--- src/rtl/serial_bit_feeder_pkg.sv ---
// Shared definitions for the serial bit feeder and the alternating-pattern detector.
// Holds the FSM state encoding and the default word width and idle level.
package serial_bit_feeder_pkg;

    typedef enum logic {
        ST_IDLE  = 1'b0,
        ST_SHIFT = 1'b1
    } state_t;

    localparam int DEF_WIDTH    = 8;
    localparam bit DEF_IDLE_LVL = 1'b0;

endpackage

--- src/rtl/serial_bit_feeder_piso.sv ---
// Parallel-in serial-out shift register; owns the data word and the output-bit select.
// Ports: clk, rst (sync high), load (capture din), shift (advance one bit), din, dout.
module piso_shift_reg
#(
    parameter int WIDTH     = 8,
    parameter bit MSB_FIRST = 1'b1
)
(
    input  logic             clk,
    input  logic             rst,
    input  logic             load,
    input  logic             shift,
    input  logic [WIDTH-1:0] din,
    output logic             dout
);

    logic [WIDTH-1:0] sr;

    // Load wins over shift so a back-to-back word replaces the finished one.
    always_ff @(posedge clk) begin
        if (rst) begin
            sr <= '0;
        end else if (load) begin
            sr <= din;
        end else if (shift) begin
            if (MSB_FIRST) begin
                sr <= {sr[WIDTH-2:0], 1'b0};
            end else begin
                sr <= {1'b0, sr[WIDTH-1:1]};
            end
        end
    end

    assign dout = MSB_FIRST ? sr[WIDTH-1] : sr[0];

endmodule

--- src/rtl/serial_bit_feeder.sv ---
// Parallel-to-serial front end feeding one bit per clock to the detector input 'a'.
// Ports: clk, rst, data_in/data_valid/data_ready handshake, a_out, bit_valid,
// frame_done (last-bit pulse), frames_sent (wrapping completed-word count).
module serial_bit_feeder
    import serial_bit_feeder_pkg::*;
#(
    parameter int WIDTH     = DEF_WIDTH,
    parameter bit MSB_FIRST = 1'b1,
    parameter bit IDLE_LVL  = DEF_IDLE_LVL,
    parameter int CNT_W     = 16
)
(
    input  logic             clk,
    input  logic             rst,
    input  logic [WIDTH-1:0] data_in,
    input  logic             data_valid,
    output logic             data_ready,
    output logic             a_out,
    output logic             bit_valid,
    output logic             frame_done,
    output logic [CNT_W-1:0] frames_sent
);

    localparam int            BW   = $clog2(WIDTH);
    localparam logic [BW-1:0] LAST = BW'(WIDTH - 1);

    state_t           state;
    logic [BW-1:0]    bit_cnt;
    logic [CNT_W-1:0] cnt;
    logic             sr_out;
    logic             last;
    logic             accept;

    assign last       = (state == ST_SHIFT) && (bit_cnt == LAST);
    // Ready on the last bit too, so the next word follows without a gap.
    assign data_ready = ~rst & ((state == ST_IDLE) | last);
    assign accept     = data_valid & data_ready;

    always_ff @(posedge clk) begin
        if (rst) begin
            state   <= ST_IDLE;
            bit_cnt <= '0;
            cnt     <= '0;
        end else begin
            unique case (state)
                ST_IDLE: begin
                    if (accept) begin
                        state   <= ST_SHIFT;
                        bit_cnt <= '0;
                    end
                end
                ST_SHIFT: begin
                    if (last) begin
                        cnt <= cnt + 1'b1;
                        if (accept) begin
                            bit_cnt <= '0;
                        end else begin
                            state <= ST_IDLE;
                        end
                    end else begin
                        bit_cnt <= bit_cnt + 1'b1;
                    end
                end
                default: state <= ST_IDLE;
            endcase
        end
    end

    piso_shift_reg #(
        .WIDTH     (WIDTH),
        .MSB_FIRST (MSB_FIRST)
    ) u_piso (
        .clk   (clk),
        .rst   (rst),
        .load  (accept),
        .shift (bit_valid & ~accept),
        .din   (data_in),
        .dout  (sr_out)
    );

    assign bit_valid   = (state == ST_SHIFT);
    assign frame_done  = last;
    assign a_out       = bit_valid ? sr_out : IDLE_LVL;
    assign frames_sent = cnt;

endmodule

--- config.mk ---
export PLATFORM = sky130hd
export DESIGN_NAME = serial_bit_feeder
export DESIGN_NICKNAME = d
export VERILOG_FILES = /design/src/rtl/serial_bit_feeder_pkg.sv /design/src/rtl/serial_bit_feeder_piso.sv /design/src/rtl/serial_bit_feeder.sv
export SDC_FILE = /design/constraint.sdc
export NUM_CORES = 1
export LEC_CHECK = 0
export CORE_ASPECT_RATIO = 0.9
export CORE_MARGIN = 1.5
export CORE_UTILIZATION = 45
export CTS_BUF_LIST = sky130_fd_sc_hd__clkbuf_2 sky130_fd_sc_hd__clkbuf_4 sky130_fd_sc_hd__clkbuf_8
export CTS_CLUSTER_DIAMETER = 150
export CTS_CLUSTER_SIZE = 14
export DETAILED_ROUTE_END_ITERATION = 12
export HOLD_SLACK_MARGIN = 0.12
export MAX_ROUTING_LAYER = met4
export PLACE_DENSITY = 0.73
export SETUP_SLACK_MARGIN = 0.02
export SYNTH_ARGS = -nofsm -noshare
export SYNTH_HDL_FRONTEND = slang
export SYNTH_SLANG_ARGS = --single-unit
--- constraint.sdc ---
create_clock -name clk -period 4.9 [get_ports clk]
set_input_delay 0.49 -clock clk [delete_from_list [all_inputs] [get_ports clk]]
set_output_delay 0.49 -clock clk [all_outputs]
set_load 0.02 [all_outputs]
======== Word-level counts from Yosys, hierarchy flattened ========
Index checks and enable logic that the tools add are counted.
word-level totals
  output and inout port bits .............. 20
  bits in registers ....................... 28
operators by class
  reduce and logical (&&, ||, !) cells .... 3
  multiplexer cells ....................... 9
  $add $sub $neg .......................... 2
  bitwise logic cells ..................... 7
  equality and inequality tests ........... 1
operators by type and width
  kind                                            count
  adder 16 x 1 -> 16 bit (second input constant)  1
  2-to-1 mux 8 bit                                2
  2-to-1 mux 3 bit                                2
  case mux 3 bit (2 select lines)                 1
  adder 3 x 1 -> 3 bit (second input constant)    1
  bitwise AND 1 bit                               3
  == test 3 bit (second input constant)           1
  2-to-1 mux 1 bit                                3
  inverter 1 bit                                  3
  case mux 1 bit (2 select lines)                 1
  AND reduction 2 bit                             1
  nonzero test 2 bit                              1
  logical AND 1 bit                               1
  bitwise OR 1 bit                                1

======== Logic depth before layout (Yosys ltp) ========
  depth in word-level cells ............... 9
  mapped depth ............................ 9
  mapped depth without buffers ............ 6

======== Modules after synthesis ========
From an unflattened synthesis, not the netlist that was laid out.
second synthesis, totals
  cell total of the unflattened synthesis .. 145
  area total of the unflattened synthesis .. 1303.8 sq um
modules (own cells, without submodules)
  module             area each (sq um)  instances  cells an instance  seq. area each (sq um)
  serial_bit_feeder  934.6              1          110                400.4
  piso_shift_reg     369.1              1          35                 160.2

======== Worst setup path before layout ========
Ideal clock, no wire load.
  kind .................................... register to register
  from .................................... register bit_cnt[0]
  to ...................................... register u_piso.sr[5]
  data required time ...................... 4759 ps
  stages on the path, launching flop included .. 10
  arrival time ............................ 1583 ps
  slack ................................... 3175 ps
  library setup time ...................... 141 ps
  path through ............................ dfxtp_1 ha_1 ha_1 nor2b_1 buf_6 or3b_1 buf_2 buf_6 nor2_1 a211oi_2
on the way
  longest elaborated chain between the ends .. 8
  elaborated cells between the ends (all ways) .. 9
ends and longest elaborated chain
  element                              line                          RTL
  from (decl)                          serial_bit_feeder.sv:28       logic [BW-1:0] bit_cnt;
  from (signal assigned)               serial_bit_feeder.sv:61       bit_cnt <= bit_cnt + 1'b1;
  == test 3 bit *                      serial_bit_feeder.sv:34       assign last = (state == ST_SHIFT) && (bit_cnt == LAST);
  logical AND 1 bit *                  serial_bit_feeder.sv:34
  bitwise OR 1 bit *                   serial_bit_feeder.sv:36       assign data_ready = ~rst & ((state == ST_IDLE) | last);
  bitwise AND 1 bit *                  serial_bit_feeder.sv:36
  bitwise AND 1 bit *                  serial_bit_feeder.sv:37       assign accept = data_valid & data_ready;
  inverter 1 bit                       serial_bit_feeder.sv:76       .shift (bit_valid & ~accept),
  bitwise AND 1 bit                    serial_bit_feeder.sv:76
  nonzero test 2 bit (no source line)  --
  to (signal assigned)                 serial_bit_feeder_piso.sv:24  sr <= din;
  to (signal assigned)                 serial_bit_feeder_piso.sv:27  sr <= {sr[WIDTH-2:0], 1'b0};
  to (signal assigned)                 serial_bit_feeder_piso.sv:29  sr <= {1'b0, sr[WIDTH-1:1]};
  to (decl)                            serial_bit_feeder_piso.sv:17  logic [WIDTH-1:0] sr;
Mark *: on every way between the ends. The rest lies on a longest branch, timed or not.
A chain may end at the register's enable or synchronous reset.

======== Worst setup path after layout ========
  from .................................... input rst
  to ...................................... output data_ready
on the way
  longest elaborated chain between the ends .. 2
ends and longest elaborated chain
  element            line                     RTL
  from (decl)        serial_bit_feeder.sv:14  input logic rst,
  inverter 1 bit     serial_bit_feeder.sv:36
  bitwise AND 1 bit  serial_bit_feeder.sv:36
  to (decl)          serial_bit_feeder.sv:17  output logic data_ready,
No other way between the ends.

==> results.sh <==
export IMPL_outcome="finished, final reports clean"
export IMPL_dpl_hpwl_um=1750
export IMPL_gp_congestion=0.790
export IMPL_swShare_pct=23.7
export IMPL_syn_area_mm2=0.00130
export IMPL_drtAntennaViolNets=0
export IMPL_diodes=0
export IMPL_synth_edf_count=0
export IMPL_comb_power_share_pct=9.6
export IMPL_avgSynthCellArea_um2=9.10
export IMPL_portBuffers=30
export IMPL_cts_setup_buffers=0
export IMPL_synthesis_nets=157
export IMPL_regArea_um2=561
export IMPL_chipHeight_um=54.0
export IMPL_ys_warn_count=0
export IMPL_dp_slack_ns=1.92
export IMPL_netlist_area_leader_share_pct=43.1
export IMPL_ys_seq_area_share_pct=43.1
export IMPL_worstSetupStartpointType="input pin"
export IMPL_max_freq_mhz=333
export IMPL_fillers=267
export IMPL_cp_end_kind="primary output"
export IMPL_finalNetCount=182
export IMPL_p_per_area_mw_per_mm2=228
export IMPL_numCtsBuffers=3
export IMPL_first_global_vias=1048
export IMPL_cp_required_ns=4.41
export IMPL_synth_area_leader_cell="dfxtp_1"
export IMPL_antenna_found_initial=0
export IMPL_synth_cell_types=26
export IMPL_tightest_slew_ns=1.20
export IMPL_start_util_pct=47.4
export IMPL_firstDrtPassIters=4
export IMPL_grt_max_degree=31
export IMPL_htree_levels=1
export IMPL_leakagePower_nw=0.584
export IMPL_wire_per_inst_um=11.9
export IMPL_rows=18
export IMPL_ir_worst_vdd_v=0.000212
export IMPL_critical_path_class="in -> out"
export IMPL_track_usage_pct=17.9
export IMPL_hold_buffers=0
export IMPL_insertion_delay_ns=0.33
export IMPL_cts_resized=0
export IMPL_avgViaCountPerCell=5.16
export IMPL_hp_class="reg -> reg"
export IMPL_yosysMostFrequentCell="dfxtp_1"
export IMPL_seqPwrFrac_pct=64.9
export IMPL_post_route_period_util_pct=61.3
export IMPL_internal_power_uw=281
export IMPL_via_count=1062
export IMPL_synth_area_top_cells="dfxtp_1, nor2_1, a211oi_2"
export IMPL_clockBufferDepth=2
export IMPL_p_switching_uw=87.2
export IMPL_final_layout_size_suffix_gt1_share_pct=6.02
export IMPL_drtIter0Drc=13
export IMPL_hold_ws_ns=0.497
export IMPL_fin_ws_ns=1.90
export IMPL_async_flop_share_pct=0
export IMPL_cp_arrival_ns=2.51
export IMPL_die_x_um=59.7
export IMPL_final_setup_viol_count=0
export IMPL_min_period_ns=3.00
export IMPL_path_max_fanout=30
export IMPL_core_area_mm2=0.00275
export IMPL_syn_inst=143
export IMPL_remaining_drc_errors=0
export IMPL_syn_to_final_growth_pct=24.0
export IMPL_cts_tree="yes"
export IMPL_die_area_mm2=0.00322
export IMPL_rsz0062_at_grt="no"
export IMPL_slew_viol_final=0
export IMPL_hold_violations=0
export IMPL_max_slew_margin_rel_pct=20.0
export IMPL_skew_ns=0.00201
export IMPL_synth_common_cells="dfxtp_1, nor2_1, xor2_1"
export IMPL_finalSetupTns_ns=0
export IMPL_overflow=0
export IMPL_multi_input_area_um2=669
export IMPL_cap_violations=0
export IMPL_clock_sinks=28
export IMPL_cts_clk_slew_worst_paths_ns=0.14
export IMPL_root_buffer="clkbuf_4"
export IMPL_ys_seq_elements=28
export IMPL_wl_um=2440
export IMPL_grt_pass1_wl_um=4240
export IMPL_ys_dominant_reg_cell="dfxtp_1"
export IMPL_ios=31
export IMPL_power_frac_clock_pct=25.5
[logic make-up after synthesis]
family / count (synthesis) / synth area share (%)
buf+inv: 13 / 5.48
xor+xnor: 11 / 7.40
fa+ha+maj: 3 / 2.88
flops: 28 / 43.1
simple gates: 61 / 24.0
compound gates: 20 / 11.7
mux: 7 / 5.38
[stage by stage]
stage,utilization [%],area [um2],std cells,total power [mW]
2_1_floorplan,-,1300,143,0.267
3_3_place_gp,57.9,1590,203,0.278
3_5_place_dp,57.9,1590,203,0.280
4_1_cts,58.7,1610,206,0.371
5_1_grt,58.7,1610,206,0.383
6_report,58.7,1610,206,0.369
[worst max-delay path, cell delays in order]
cell	delay, ns
clkdlybuf4s50_1	1.02
nor2_1	0.35
clkdlybuf4s50_1	0.64
[worst paths after layout]
| check | startpoint | endpoint | slack, ns | cells past startpoint |
|---|---|---|---|---|
| worst max-delay path | rst | data_ready | 1.90 | 3 |
| worst min-delay path | frames_sent[15] | frames_sent[15] | 0.50 | 2 |
| worst max register to register | bit_valid | u_piso.sr[5] | 2.63 | 4 |
| worst min register to register | frames_sent[15] | frames_sent[15] | 0.50 | 2 |
[state kept, by name, summed over array words and instances, names as in the netlist]
signal       count
bit_cnt          3
bit_valid        1
frames_sent     16
u_piso.sr        8
[metal layers]
metal	routed length, um	track usage [%]	up-vias
li1	-	-	545
met1	1190	19.5	494
met2	1120	30.8	18
met3	92	4.57	5
met4	38	8.15	0
met5	0	-	-
[cell usage in the layout, fill, tap and decap left out, drive strengths merged, types with 2 or more instances in the layout]
cell,n
a211oi,7
clkbuf,3
inv,3
nand4,6
or3,4
and2,3
nand3,5
dfxtp,28
nor2,24
nand2,7
a21oi,9
ha,3
nor3b,2
mux2i,7
and4,4
clkdlybuf4s50,30
xor2,10
o21ai,4
and3,2
[power groups by stage]
stage	sequential [mW]	clock, mW	combinational [mW]
6_report	0.239	0.0938	0.0355
5_1_grt	0.241	0.103	0.0388
4_1_cts	0.239	0.0965	0.0357
3_5_place_dp	0.244	0	0.0356
3_3_place_gp	0.244	0	0.0346
2_1_floorplan	0.242	0	0.0257
[cell type report]
class	instances	area share [%]
inverter	3	0.698
sequential	28	34.7
timing repair buffer	30	18.6
tap	40	3.10
clock buffer	3	1.40
multi-input combinational	102	41.5
(Power assumes the default switching activity.)
